===== config.mk =====
export PLATFORM = sky130hd
export DESIGN_NAME = clk_div_prog_flat
export DESIGN_NICKNAME = d
export VERILOG_FILES = /design/src/rtl/clk_div_prog_if.sv /design/src/rtl/clk_div_prog.sv /design/src/flat_wrapper.sv
export SDC_FILE = /design/constraint.sdc
export NUM_CORES = 1
export LEC_CHECK = 0
export CAP_MARGIN = 5
export CORE_MARGIN = 10
export CORE_UTILIZATION = 40
export CTS_BUF_LIST = sky130_fd_sc_hd__clkbuf_4
export DETAILED_ROUTE_END_ITERATION = 8
export GPL_ROUTABILITY_DRIVEN = 0
export MAX_ROUTING_LAYER = met4
export PLACE_DENSITY_LB_ADDON = 0.15
export RECOVER_POWER = 50
export SLEW_MARGIN = 30
export SYNTH_ARGS = -nofsm -noshare
export SYNTH_HDL_FRONTEND = slang
export SYNTH_SLANG_ARGS = --single-unit
export TNS_END_PERCENT = 30

===== constraint.sdc =====
create_clock -name CLKin -period 4.7 [get_ports CLKin]
set_input_delay 0.47 -clock CLKin [delete_from_list [all_inputs] [get_ports CLKin]]
set_output_delay 0.47 -clock CLKin [all_outputs]
set_load 0.01 [all_outputs]

===== src/rtl/clk_div_prog_if.sv =====
// Control and status bundle of the programmable clock divider: run enable,
// divisor write port, and the BUSY/TICK/CLKout results.
interface clk_div_prog_if #(
  parameter int W = 16
);
  logic         EN;
  logic [W-1:0] DIVin;
  logic         DIVwr;
  logic         BUSY;
  logic         TICK;
  logic         CLKout;

  modport master (
    output EN, DIVin, DIVwr,
    input  BUSY, TICK, CLKout
  );

  modport slave (
    input  EN, DIVin, DIVwr,
    output BUSY, TICK, CLKout
  );
endinterface


===== src/rtl/clk_div_prog.sv =====
// Programmable integer clock divider (ratio DIV+1) with a registered sample strobe.
// A new divisor only takes effect at a period boundary or while the divider is idle.
module clk_div_prog #(
  parameter int           W        = 16,
  parameter logic [W-1:0] DIV_INIT = '0
) (
  input logic          CLKin,
  input logic          RSTn,
  clk_div_prog_if.slave bus
);

  logic [W-1:0] cnt, cur, pend;
  logic         busy, tick, clkout;

  logic         wrap, apply;
  logic [W-1:0] cnt_nxt, cur_nxt, pend_nxt;
  logic         busy_nxt, clk_nxt;
  logic [W:0]   half;

  // ceil((d+1)/2), one bit wider so an all-ones divisor cannot overflow
  function automatic logic [W:0] half_up(input logic [W-1:0] d);
    logic [W:0] s;
    s = {1'b0, d} + (W+1)'(2);
    return s >> 1;
  endfunction

  always_comb begin
    wrap     = bus.EN && (cnt == cur);
    apply    = wrap || !bus.EN;
    cnt_nxt  = '0;
    cur_nxt  = cur;
    pend_nxt = pend;
    busy_nxt = busy;

    if (bus.EN && !wrap) begin
      cnt_nxt = cnt + W'(1);
    end

    // A write landing on an apply edge bypasses pend; otherwise it waits there.
    if (apply && bus.DIVwr) begin
      cur_nxt  = bus.DIVin;
      busy_nxt = 1'b0;
    end else if (apply && busy) begin
      cur_nxt  = pend;
      busy_nxt = 1'b0;
    end else if (bus.DIVwr) begin
      pend_nxt = bus.DIVin;
      busy_nxt = 1'b1;
    end

    half    = half_up(cur);
    clk_nxt = bus.EN && ({1'b0, cnt_nxt} < half);
  end

  always_ff @(posedge CLKin or negedge RSTn) begin
    if (!RSTn) begin
      cnt    <= '0;
      cur    <= DIV_INIT;
      pend   <= '0;
      busy   <= 1'b0;
      tick   <= 1'b0;
      clkout <= 1'b0;
    end else begin
      cnt    <= cnt_nxt;
      cur    <= cur_nxt;
      pend   <= pend_nxt;
      busy   <= busy_nxt;
      tick   <= wrap;
      clkout <= clk_nxt;
    end
  end

  assign bus.BUSY   = busy;
  assign bus.TICK   = tick;
  assign bus.CLKout = clkout;

endmodule


===== src/flat_wrapper.sv =====
// flat-port wrapper written by rule: the top's interface ports become plain ports
module clk_div_prog_flat 
#(
  parameter int           W        = 16,
  parameter logic [W-1:0] DIV_INIT = '0
)
  (CLKin, RSTn, bus_EN, bus_DIVin, bus_DIVwr, bus_BUSY, bus_TICK, bus_CLKout);
  clk_div_prog_if #(.W(W)) bus_i ();
  input logic CLKin;
  input logic RSTn;
  input wire logic [$bits(bus_i.EN)-1:0] bus_EN;
  input wire logic [$bits(bus_i.DIVin)-1:0] bus_DIVin;
  input wire logic [$bits(bus_i.DIVwr)-1:0] bus_DIVwr;
  output wire logic [$bits(bus_i.BUSY)-1:0] bus_BUSY;
  output wire logic [$bits(bus_i.TICK)-1:0] bus_TICK;
  output wire logic [$bits(bus_i.CLKout)-1:0] bus_CLKout;
  assign bus_i.EN = bus_EN;
  assign bus_i.DIVin = bus_DIVin;
  assign bus_i.DIVwr = bus_DIVwr;
  assign bus_BUSY = bus_i.BUSY;
  assign bus_TICK = bus_i.TICK;
  assign bus_CLKout = bus_i.CLKout;
  clk_div_prog #(.W(W), .DIV_INIT(DIV_INIT)) u_core (.CLKin(CLKin), .RSTn(RSTn), .bus(bus_i));
endmodule

# == Yosys cells after proc, flatten, opt, wreduce, memory -nomap -nowiden ==
# Index checks and enable logic that the tools add are counted.
# totals
regBits,51
out_inout_bits,3
input_bits,20
wordCells,29
# classes
n_reduce_logical,11
muxes,6
n_addsub,2
bitwise_logic,2
magnitude_cmp,1
eq_ne,1
# op_table
operator,count
two-way mux 16 bit,3
adder 16 x 2 -> 17 bit (second input constant),1
adder 16 x 1 -> 16 bit (second input constant),1
== test 16 bit,1
less-than comparator 16 bit,1
logical AND 1 bit,5
two-way mux 1 bit,3
AND reduction 3 bit,1
nonzero test 3 bit,1
zero test 1 bit,2
NOT 1 bit,2
nonzero test 2 bit,1
logical OR 1 bit,1

# == Logic depth before layout (Yosys ltp) ==
# depth
depth_word,7
ltp_mapped,12

# == Worst setup path before layout ==
# No wires, ideal clock.
# synth_path
path_kind,register to register
start,register u_core.cur[1]
end,register u_core.clkout (netlist: u_core.bus.CLKout)
path_buffers,2
setup_slack_ns,1.637
path_stages_with_launch,13
arrival_ns,2.981
synth_period_minus_slack_ns,3.063
path_cell_list,dfrtp_1 -> clkbuf_1 -> xnor2_1 -> nand4_1 -> o41ai_4 -> clkbuf_1 -> nor2_1 -> ha_1 -> a21oi_1 -> nand2_1 -> a221o_1 -> a211o_1 -> a31oi_1
# synth_via
elab_chain_cells,7
word_cells_on_any_way,8
cone_classes,1 x add/sub; 1 x order compare; 1 x eq/ne; 1 x mux; 4 x reduce/logical
# synth_rtl
element,line,source
start: declaration,clk_div_prog.sv:12,"logic [W-1:0] cnt, cur, pend;"
start signal: assignment,clk_div_prog.sv:65,cur <= cur_nxt;
== test 16 bit,clk_div_prog.sv:28,wrap = bus.EN && (cnt == cur);
logical AND 1 bit,clk_div_prog.sv:28,
zero test 1 bit,clk_div_prog.sv:35,if (bus.EN && !wrap) begin
logical AND 1 bit,clk_div_prog.sv:35,
two-way mux 16 bit,clk_div_prog.sv:35,
via u_core.cnt_nxt[6],clk_div_prog.sv:16,"logic [W-1:0] cnt_nxt, cur_nxt, pend_nxt;"
less-than comparator 16 bit,clk_div_prog.sv:52,"clk_nxt = bus.EN && ({1'b0, cnt_nxt} < half);"
logical AND 1 bit,clk_div_prog.sv:52,
via u_core.clk_nxt,clk_div_prog.sv:17,"logic busy_nxt, clk_nxt;"
end signal: assignment,clk_div_prog.sv:69,clkout <= clk_nxt;
end: declaration,clk_div_prog.sv:13,"logic busy, tick, clkout;"
# The timed path passes the listed nets, and every way through them passes these cells.
# A chain may end at the register's enable or synchronous reset.

# == Worst setup path after layout ==
# layout_path
start,register u_core.cur[3]
end,register u_core.clkout (netlist: u_core.bus.CLKout)
# The elaborated chain is that of the path after synthesis.

==> run metrics <==
FF-to-FF setup slack=1.43 ns; crit path kind=reg2reg; Post-CTS Hold Fix Bufs=0; starting density of the core=0.412; post_cts resized=0; DRT antenna net count=0; TritonCTS clock tree=yes; Hold WC Path Type=reg2reg; DRT Wirelength=between 6 and 7 mm; Hold Path Origin=u_core.pend[10]$_DFFE_PN0P_; VDD IR max=131 uV; Layout Utilization=0.462; maximum clock path buffer count=2; final hold vios=0; CP peak stage delay=between 0.6 and 0.7 ns; PwrDens=292 nW/um^2; I/O Buffers=22; fin crit share=0.696; CP Capture Type=register; synth unique cells=33; vias in the first global route=2173; synthesis-stage register bit count=slightly above 50; GRT Util Overall=0.120; syn_nets=343; fill count=762; failing checks=max-capacitance violations, max-slew violations; die height=around 110 um; WHS Endpoint=u_core.pend[10]$_DFFE_PN0P_; drt drc=0; Max transition margin=-0.863; via count=approximately 2200; Root Buffer Master=clkbuf_4; outcome=finished, violations left; max cap viols=1; Post-Syn Area=~3000 um^2; iteration-0 DRC count of the detailed router=96; Req. time, crit path=around 5 ns; initial antenna violation count=0; Final HPWL DP=4.73 mm; worst skew pair latency=between 0.3 and 0.4 ns; cell mode on critical path=a211o_1; Area Growth Syn to Fin=12.0%; Final Power=983 uW; Worst-Margin Slew=around 2.8 ns; Cell Chain, Critical Path=xnor2_1, nand4_1, o41ai_4, buf_4, nor2_1, ha_1, a21oi_1, nand2_1, a211o_1, a211o_1, a31oi_1; H-tree levels=2; max frequency=306 MHz; Avg Cell Area, Syn=9.82 um^2; Setup violations, final=0; Leak=1.44 nW; worst r2r path cells=11; Reg2Reg Capture Point=u_core.bus.CLKout$_DFF_PN0_; Seq/Total Area, Yosys=0.425; Std-Cell Rows=31; cts bufs inserted=5; crit start category=register; clk sinks=51; first-pass GRT wire length=between 10 and 15 mm; io pins=23; Core ar.=roughly 7300 um^2; CP max stage cell=o41ai_4; Hold WS=0.511 ns; synth warn=0; largest net degree at the start of global routing=52; Final Critical Period=3.27 ns; clock transition at the registers of the reported paths=roughly 0.15 ns; total die area=11400 um^2; Final TNS setup=0 ns; crit path max fanout=12; GR Overflow Total=0; buffer count from post-CTS setup fixing=0; Die Wd=107 um; Gate Count Post-Synth=306; Layout Nets=360; ANT cells=0; Arr. time, crit path=between 3 and 4 ns; crit path from=u_core.cur[3]$_DFFE_PN0N_; Worst Hold Depth=1; worst r2r src=u_core.cur[3]$_DFFE_PN0N_; RSZ-0062 raised after global routing=no; via/cell ratio=5.14; fraction of layout cells with a size suffix above 1=0.0557; DR pass1 iterations=4; max-slew violations=52; skew final=0.00784 ns; detailed-route wire length per cell=15.2 um
-- critical path, delay by kind of cell, from the launching register on --
| kind | cells | cell delay (ns) |
|---|---|---|
| xor gates and xnor gates | 1 | 0.19 |
| and+or+nand+nor | 3 | 0.37 |
| DFF | 1 | 0.50 |
| AOI/OAI and AO/OA | 5 | 1.51 |
| buffers and inverters | 1 | 0.31 |
| adders and majority gates | 1 | 0.32 |
-- stage by stage --
step,worst slack [ns],instances,instance area [um^2]
detailed placement,1.46,415,3290
global placement,1.47,415,3290
CTS,1.39,422,3370
finish,1.43,422,3370
global route,1.16,422,3370
floorplan,1.64,306,3010
-- where the power goes --
part	total (mW)	internal (mW)	switching, mW
Sequential	0.533	0.482	0.0509
Clock	0.254	0.109	0.145
Combinational	0.196	0.104	0.0920
-- placed cells by master, fill, tap and decap left out, drive strengths merged, types with 12 or more instances in the layout --
master | Yosys | final
a2bb2oi | 15 | 15
nand2 | 12 | 12
xnor2 | 26 | 26
nand3 | 32 | 32
o21ai | 19 | 19
mux2 | 16 | 16
nor2 | 25 | 25
dfrtp | 51 | 51
xor2 | 16 | 16
inv | 21 | 21
clkdlybuf4s50 | 0 | 21
ha | 17 | 17
-- how the worst max path moves through the flow --
stage | to | slack [ns] | cells past startpoint
after floorplan | u_core.bus.CLKout$_DFF_PN0_ | 1.64 | 12
after global placement | u_core.bus.CLKout$_DFF_PN0_ | 1.47 | 11
after detailed placement | u_core.bus.CLKout$_DFF_PN0_ | 1.46 | 11
after CTS | u_core.bus.CLKout$_DFF_PN0_ | 1.39 | 11
after global routing | u_core.bus.CLKout$_DFF_PN0_ | 1.16 | 11
final | u_core.bus.CLKout$_DFF_PN0_ | 1.43 | 11
-- flip-flops by register name, summed over array words and instances (netlist names) --
register / flops
u_core.cur: 16
u_core.cnt: 16
u_core.bus.TICK: 1
u_core.bus.BUSY: 1
u_core.pend: 16
u_core.bus.CLKout: 1
-- per-layer routing --
metal,share of wire,vias to the layer above,GRT usage,routed length (um)
li1,-,1104,-,-
met1,0.53,1029,0.164,3420
met2,0.44,29,0.177,2800
met3,0.021,5,0.0246,133
met4,0.0086,0,0.0261,55
met5,0,-,-,0
-- layout make-up --
class | instances | area [um^2] | area share
Clock inverter | 2 | 37.5 | 0.0112
Tap cell | 99 | 124 | 0.0368
Inverter | 21 | 78.8 | 0.0234
Timing Repair Buffer | 25 | 234 | 0.0695
Multi-Input combinational cell | 219 | 1580 | 0.469
Sequential cell | 51 | 1280 | 0.379
Clock buffer | 5 | 37.5 | 0.0112
-- Yosys cell counts --
cell        n  area [um^2]
or2_1       1         6.26
nor3_1      3         15.0
and4_1      3         26.3
ha_1       17          213
buf_2       1         5.00
a21o_1      1         7.51
and3_1      8         50.1
nand4_1     8         50.1
nand3_1    32          160
o21a_1      1         7.51
a2bb2oi_1  15          131
buf_4       2         15.0
nor4b_1     1         8.76
o21ai_0    19         95.1
nor3b_1     1         7.51
and2_1      1         6.26
mux2_2      6         67.6
a211o_1     2         17.5
nand2_1    12         45.0
mux2_1     10          113
o21a_2      1         8.76
inv_1      21         78.8
nor2_1     25         93.8
dfrtp_1    51         1280
xnor2_1    26          228
o41ai_4     1         27.5
or3_1       1         6.26
xor2_1     16          140
a221o_1     1         10.0
clkbuf_1   11         41.3
a21oi_1     6         30.0
buf_6       1         11.3
a31oi_1     1         6.26
-- kinds of logic after synthesis --
kind of cell / share of synthesized area
xor+xnor: 0.122
fa+ha+maj: 0.0708
simple gates: 0.158
compound gates: 0.114
flops: 0.425
mux: 0.0599
buf+inv: 0.0504
(Power assumes the default switching activity.)
